## config.mk

```make
export PLATFORM = sky130hd
export DESIGN_NAME = store_unit
export DESIGN_NICKNAME = d
export VERILOG_FILES = /design/src/rtl/store_pkg.sv /design/src/rtl/store_merge.sv /design/src/rtl/store_unit.sv
export SDC_FILE = /design/constraint.sdc
export NUM_CORES = 1
export LEC_CHECK = 0
export ABC_CLOCK_PERIOD_IN_PS = 2300
export BUFFER_PORTS_ARGS = -buffer_cell sky130_fd_sc_hd__buf_2
export CORE_ASPECT_RATIO = 0.75
export CORE_MARGIN = 4
export CORE_UTILIZATION = 54
export DETAILED_ROUTE_END_ITERATION = 10
export GPL_ROUTABILITY_DRIVEN = 0
export PLACE_DENSITY_LB_ADDON = 0.08
export SYNTH_ARGS = -nofsm -noshare
export SYNTH_HDL_FRONTEND = slang
export SYNTH_SLANG_ARGS = --single-unit
export TNS_END_PERCENT = 30
```

## constraint.sdc

```tcl
create_clock -name clk -period 2.3 [get_ports clk]
set_clock_uncertainty 0.15 [all_clocks]
set_input_delay 0.115 -clock clk [delete_from_list [all_inputs] [get_ports clk]]
set_output_delay 0.115 -clock clk [all_outputs]
set_load 0.01 [all_outputs]
```

## src/rtl/store_pkg.sv

```systemverilog
// Shared encodings and widths for the store unit.
package store_pkg;

  localparam int unsigned DATA_W = 32;
  // Wait counter holds MEM_LATENCY, legal range 1..7.
  localparam int unsigned CNT_W  = 3;

  localparam logic [1:0] SZ_WORD = 2'b00;
  localparam logic [1:0] SZ_HALF = 2'b01;
  localparam logic [1:0] SZ_BYTE = 2'b10;

  typedef enum logic [2:0] {
    ST_IDLE    = 3'd0,
    ST_RD_WAIT = 3'd1,
    ST_MERGE   = 3'd2,
    ST_WRITE   = 3'd3,
    ST_DONE    = 3'd4
  } state_e;

  // A request is rejected for size 11, unaligned sw or odd-address sh.
  function automatic logic req_illegal(input logic [1:0] size, input logic [1:0] addr_lo);
    return (size == 2'b11) ||
           ((size == SZ_WORD) && (addr_lo != 2'b00)) ||
           ((size == SZ_HALF) && addr_lo[0]);
  endfunction

endpackage

```

## src/rtl/store_merge.sv

```systemverilog
// Replaces the addressed halfword/byte lane of a memory word with register data.
module store_merge
  import store_pkg::*;
(
  input  logic [DATA_W-1:0] old_word_i,
  input  logic [DATA_W-1:0] reg_data_i,
  input  logic [1:0]        size_i,
  input  logic [1:0]        addr_lo_i,
  output logic [DATA_W-1:0] merged_o
);

  // Little-endian lane select; a word store replaces the whole word.
  always_comb begin
    merged_o = old_word_i;
    case (size_i)
      SZ_WORD: merged_o = reg_data_i;
      SZ_HALF: begin
        if (addr_lo_i[1]) merged_o[31:16] = reg_data_i[15:0];
        else              merged_o[15:0]  = reg_data_i[15:0];
      end
      SZ_BYTE: begin
        case (addr_lo_i)
          2'd0: merged_o[7:0]   = reg_data_i[7:0];
          2'd1: merged_o[15:8]  = reg_data_i[7:0];
          2'd2: merged_o[23:16] = reg_data_i[7:0];
          2'd3: merged_o[31:24] = reg_data_i[7:0];
        endcase
      end
      default: merged_o = old_word_i;
    endcase
  end

endmodule

```

## src/rtl/store_unit.sv

```systemverilog
// Memory-write controller: sw as a single write, sh/sb as read-modify-write.
module store_unit
  import store_pkg::*;
#(
  parameter int unsigned MEM_LATENCY = 1
)
(
  input  logic              clk,
  input  logic              reset,
  input  logic              start,
  input  logic [1:0]        store_size,
  input  logic [DATA_W-1:0] addr,
  input  logic [DATA_W-1:0] reg_data,
  input  logic [DATA_W-1:0] mem_rdata,
  output logic [DATA_W-1:0] mem_addr,
  output logic [DATA_W-1:0] mem_wdata,
  output logic              mem_wr,
  output logic              busy,
  output logic              done,
  output logic              align_err
);

  state_e              state_q;
  logic [DATA_W-1:0]   addr_q;
  logic [DATA_W-1:0]   data_q;
  logic [1:0]          size_q;
  logic [DATA_W-1:0]   merge_q;
  logic [DATA_W-1:0]   merge_d;
  logic [CNT_W-1:0]    cnt_q;
  logic [DATA_W-1:0]   mem_addr_q;
  logic                mem_wr_q;
  logic                busy_q;
  logic                done_q;
  logic                err_q;

  // Merge uses only captured operands, so late input changes cannot leak in.
  store_merge u_merge (
    .old_word_i (mem_rdata),
    .reg_data_i (data_q),
    .size_i     (size_q),
    .addr_lo_i  (addr_q[1:0]),
    .merged_o   (merge_d)
  );

  // Control FSM; outputs are registered alongside the state they belong to.
  // merge_q doubles as the write-data register and is cleared outside WRITE.
  always_ff @(posedge clk) begin
    if (reset) begin
      state_q    <= ST_IDLE;
      addr_q     <= '0;
      data_q     <= '0;
      size_q     <= '0;
      merge_q    <= '0;
      cnt_q      <= '0;
      mem_addr_q <= '0;
      mem_wr_q   <= 1'b0;
      busy_q     <= 1'b0;
      done_q     <= 1'b0;
      err_q      <= 1'b0;
    end else begin
      mem_wr_q <= 1'b0;
      done_q   <= 1'b0;
      err_q    <= 1'b0;
      case (state_q)
        ST_IDLE: begin
          if (start) begin
            addr_q <= addr;
            data_q <= reg_data;
            size_q <= store_size;
            busy_q <= 1'b1;
            if (req_illegal(store_size, addr[1:0])) begin
              state_q <= ST_DONE;
              done_q  <= 1'b1;
              err_q   <= 1'b1;
            end else if (store_size == SZ_WORD) begin
              state_q    <= ST_WRITE;
              mem_addr_q <= {addr[DATA_W-1:2], 2'b00};
              merge_q    <= reg_data;
              mem_wr_q   <= 1'b1;
            end else begin
              state_q    <= ST_RD_WAIT;
              mem_addr_q <= {addr[DATA_W-1:2], 2'b00};
              cnt_q      <= CNT_W'(MEM_LATENCY);
            end
          end
        end
        ST_RD_WAIT: begin
          cnt_q <= cnt_q - CNT_W'(1);
          if (cnt_q == CNT_W'(1)) state_q <= ST_MERGE;
        end
        ST_MERGE: begin
          merge_q    <= merge_d;
          mem_addr_q <= {addr_q[DATA_W-1:2], 2'b00};
          mem_wr_q   <= 1'b1;
          state_q    <= ST_WRITE;
        end
        ST_WRITE: begin
          merge_q    <= '0;
          mem_addr_q <= '0;
          done_q     <= 1'b1;
          state_q    <= ST_DONE;
        end
        ST_DONE: begin
          busy_q  <= 1'b0;
          state_q <= ST_IDLE;
        end
        default: state_q <= ST_IDLE;
      endcase
    end
  end

  assign mem_addr  = mem_addr_q;
  assign mem_wdata = merge_q;
  assign mem_wr    = mem_wr_q;
  assign busy      = busy_q;
  assign done      = done_q;
  assign align_err = err_q;

endmodule

```

# --- Word-level counts from Yosys, hierarchy flattened ---
# Cells that the tools add are included.
totals:
  in_bits: 101
  out_inout_bits: 68
  reg_bits: 140
  wordCells: 81
classes:
  n_reduce_logical: 19
  bitwise_logic: 1
  n_mux: 32
  eq_ne: 17
  n_addsub: 1
ops:
  columns: ["cell", "count"]
  rows:
  - ["32-bit case mux with 3 select lines", 3]
  - ["32-bit two-way mux", 5]
  - ["16-bit two-way mux", 2]
  - ["8-bit two-way mux", 4]
  - ["3-bit two-way mux", 6]
  - ["3-bit case mux with 4 select lines", 1]
  - ["2-bit != test, second input constant", 5]
  - ["2-bit equality test, second input constant", 4]
  - ["4-bit AND reduction", 2]
  - ["2-bit by 1-bit equality test with 1-bit output, second input constant", 3]
  - ["3-bit by 1-bit equality test with 1-bit output, second input constant", 2]
  - ["3-bit by 2-bit equality test with 1-bit output, second input constant", 2]
  - ["2-bit zero test", 3]
  - ["1-bit two-way mux", 6]
  - ["1-bit case mux with 2 select lines", 3]
  - ["3-bit case mux with 2 select lines", 1]
  - ["2-bit AND reduction", 3]
  - ["2-bit nonzero test", 3]
  - ["3-bit equality test, second input constant", 1]
  - ["3-bit zero test", 1]
  - ["3-bit AND reduction", 1]
  - ["3-bit nonzero test", 1]
  - ["3-bit by 1-bit subtractor with 3-bit output, second input constant", 1]
  - ["1-bit logical AND", 2]
  - ["other kinds (4)", 5]

# --- Longest topological paths before layout ---
depth:
  ltp_word: 7
  mapped_depth: 7
  ltp_nobuf: 5

# --- By module ---
# From an unflattened synthesis, not the netlist that was laid out.
hier_totals:
  cells_unflattened: 840
  area_unflattened_um2: 6885.4
modules_own_cells:
  columns: ["mod", "n_inst", "cells_each", "area_each_um2", "seq_area_each_um2"]
  rows:
  - ["store_unit", 1, 737, 6097.1, 2762.6]
  - ["store_merge", 1, 103, 788.3, 0.0]

# --- Worst setup path before layout ---
# OpenSTA, ideal clock, no wires.
synth_timing:
  path_type: "register to register"
  startpoint: "register size_q[1]"
  endpoint: "register merge_q[10] (netlist: mem_wdata[10])"
  setup_slack_ps: 628
  arrival_time_ps: 1389
  stages_incl_launch_ff: 6
  setup_time_ps: 134
  cell_sequence: "dfxtp_1 > buf_4 > nor2_4 > mux2_2 > a222oi_1 > o22ai_1"
synth_via:
  elab_chain_cells: 3
  word_cells_on_any_way: 5
  classes_between: "2 x eq/ne; 2 x mux; 1 x reduce/logical"
synth_rtl:
  columns: ["element", "line_no", "rtl"]
  rows:
  - ["start: declaration", "store_unit.sv:26", "logic [1:0] size_q;"]
  - ["start signal: assignment", "store_unit.sv:69", "size_q <= store_size;"]
  - ["2-bit equality test, or another cell as far along", "store_merge.sv:15", "case (size_i)"]
  - ["32-bit case mux with 3 select lines *", "store_merge.sv:15", null]
  - ["32-bit case mux with 3 select lines *", "store_unit.sv:64", "case (state_q)"]
  - ["end signal: assignment", "store_unit.sv:78", "merge_q <= reg_data;"]
  - ["end signal: assignment", "store_unit.sv:92", "merge_q <= merge_d;"]
  - ["end: declaration", "store_unit.sv:27", "logic [DATA_W-1:0] merge_q;"]
# Every way passes the cells marked *; elsewhere a longest branch is shown, timed or not.
# A chain may end at the register's enable or synchronous reset.

# --- Final worst setup path ---
layout_timing:
  startpoint: "register size_q[1]"
  endpoint: "register merge_q[28] (netlist: mem_wdata[28])"
# Same word-level chain as after synthesis.

==> results.tsv <==
metric	value	unit
Die Footprint	14500	um2
Setup-failing EPs final	0	
Layout fillers	920	
number of global-route vias before repair	6970	
Inserted Diodes	0	
post-DP HPWL	14.1	mm
TritonCTS buffer count	17	
fraction of the yosys area taken by sequential cells	40.6	%
fin area	9130	um2
Clock Latency Late Sink	0.42	ns
area post-placement	7630	um2
remaining global-route overflow	0	
Antenna Nets Post-Route	0	
Worst R2R Path Depth	5	
Post-Place Worst Slack	0.312	ns
Final period util	90.7	%
DR DRC count	0	
achievable frequency	0.479	GHz
Hold Worst Slack	0.0158	ns
Port Buf Inserts	166	
hold path endpoint	mem_wdata[13]	
Seq. cell area	2760	um2
R2R Setup Slk	0.21	ns
Worst Hold Launch	mem_rdata[13]	
max cap viols	0	
Final min period	2.09	ns
largest net degree at the start of global routing	120	
Clock Tree Buf Depth	2	
type of origin of the critical path	register	
first-pass GRT wire length	35.3	mm
worst endpoint data arrival time	2.29	ns
Worst R2R End	mem_wdata[28]	
drt total wl	22.0	mm
layout cells sized above 1	24.0	%
Mapped Cells	805	
Setup TNS	0	ns
Core Region	12300	um2
synthesized flop and latch total	138	
Iter 0 DRT Violations	540	
nets	1126	
RSZ-0062 raised after global routing	false	
crit path capture type	register	
CP Data Required Time	2.50	ns
Die Wd	138	um
Hold Vio Cnt, Final	0	
routed len/inst	18.4	um
Slew Viols, Final	0	
crit path kind	reg2reg	
Area Growth Syn to Fin	34.3	%
total iterations of the first detailed-routing run	8	
final std cells w/o fill	1200	
leakage dissipation	3.77	nW
worst hold path type	in2reg	
die height	105	um
dpl cells	1084	
multi-input logic area	3600	um2
Distinct cells, synth	63	
P per Cell Area	779	nW/um2
crit path from	size_q[1]	
Final WS setup	0.213	ns
initial antenna violation count	0	
# Post-CTS Setup Buffers	0	
I/O pins	169	
Core Rows	35	
Worst-Margin Slew	0.690	ns
critical path peak fanout	13	
status	complete, no violations	
Slew HR	53.9	%
worst r2r src	size_q[1]	
drt via density	6.03	
CTS tree	yes	
CTS Sinks	138	
Via Count	7239	
EDFF count, synth	0	
Avg Inst Size Synth	8.45	um2
Tot GR Track Use	30.2	%
clk root buf	clkbuf_16	
Hold Path Cell Cnt	4	
main flop type after synthesis	dfxtp_1	
synthesized cell area	6800	um2
Async S/R FF share, synth	0	%
Worst VDD drop	0.000657	V
# H-tree levels	4	
Initial Utilization	55.3	%
YS warnings	0	
clock slew at reported path FFs	0.06	ns
[cell usage after synthesis, types with 9 or more instances]
cell type,instances,area (um2)
mux2i_1,17,170
nor3_1,32,160
a221oi_1,9,78.8
and2_1,19,119
nand3_1,16,80.1
clkbuf_1,33,124
o22ai_1,18,113
a21oi_1,99,495
dfxtp_1,138,2760
nand2_1,146,548
nor2_1,18,67.6
and3_1,9,56.3
nor2b_1,35,219
o221a_1,29,327
a31oi_1,9,56.3
buf_2,31,155
[layer usage]
layer	global-route usage (%)	up-vias	wire length [um]
met4	9.62	0	374
met2	44.1	419	9600
met1	43.0	3402	9530
met3	8.28	39	2510
li1	-	3379	-
met5	0	-	0
[power breakdown]
group          switching [mW]  internal (mW)  leakage, nW
registers               0.171           2.59         1.13
logic                   0.763          0.605         2.34
clock network            1.04           1.94        0.302
[area by class of cell]
class                           instances  area share, %
Timing Repair Buffer                  277           20.9
Multi-Input combinational cell        584           39.4
Clock inverter                         11           2.14
Clock buffer                           19           4.85
Tap cell                              166           2.27
Inverter                                5          0.205
Sequential cell                       138           30.2
[per-stage QoR]
stage               util [%]  power (mW)
finish                  74.2        7.12
global route            74.2        7.41
CTS                     74.2        7.11
detailed placement      62.0        4.03
global placement        62.0        3.99
floorplan                  -        3.61
[how the worst max path moves through the flow]
stage | endpoint | slack (ns) | cells after the start
detailed placement | mem_wdata[4] | 0.31 | 4
global placement | mem_wdata[8] | 0.40 | 4
finish | mem_wdata[28] | 0.21 | 5
CTS | mem_wdata[28] | 0.29 | 5
floorplan | mem_wdata[10] | 0.63 | 5
global route | mem_wdata[10] | 0.06 | 4
[sequential cells by signal, indices dropped and copies added (netlist names)]
register   flops
busy           1
state_q        3
data_q        32
align_err      1
cnt_q          3
mem_wdata     32
done           1
mem_addr      30
mem_wr         1
size_q         2
addr_q        32
[critical path, cell delays in order, from the launching register on]
cell and delay (ns):
dfxtp_1 0.45, nor2_2 0.60, buf_4 0.33, a32oi_1 0.07, a31oi_1 0.25, a311o_1 0.16
[what timing repair did]
action / CTS / global route
hold endpoints to repair: 127 / 0
hold buffers: 86 / 0
setup endpoints to repair: 0 / 1
gates resized for setup: 0 / 1
[layout by cell type, fill, tap and decap left out, types with 7 or more instances in the layout]
cell type      instances
and3_1                 9
buf_4                 24
clkbuf_16             17
a21oi_1               99
nor3_1                32
buf_2                165
mux2_2                 8
o22ai_1               18
mux2i_1               17
a32o_1                 8
dlygate4sd3_1         86
and2_1                19
a311o_1                7
dfxtp_1              138
nand2_1              146
o21ai_1                8
a31oi_1                9
a221oi_1               9
a222oi_1               8
a32oi_1                7
o2111ai_1              8
o21ai_0                8
nand3_1               16
o221a_1               29
nor2b_1               35
nand4_1                8
a41oi_1                8
nor2_1                17
[cells by family after synthesis]
group / synth area share (%)
flip-flops: 40.6
adder cells (fa/ha/maj): 0.368
AND/OR/NAND/NOR: 21.9
AO/OA/AOI/OAI: 26.4
multiplexers: 3.99
buffers and inverters: 6.66
other: 0.0552
(Power assumes the default switching activity.)
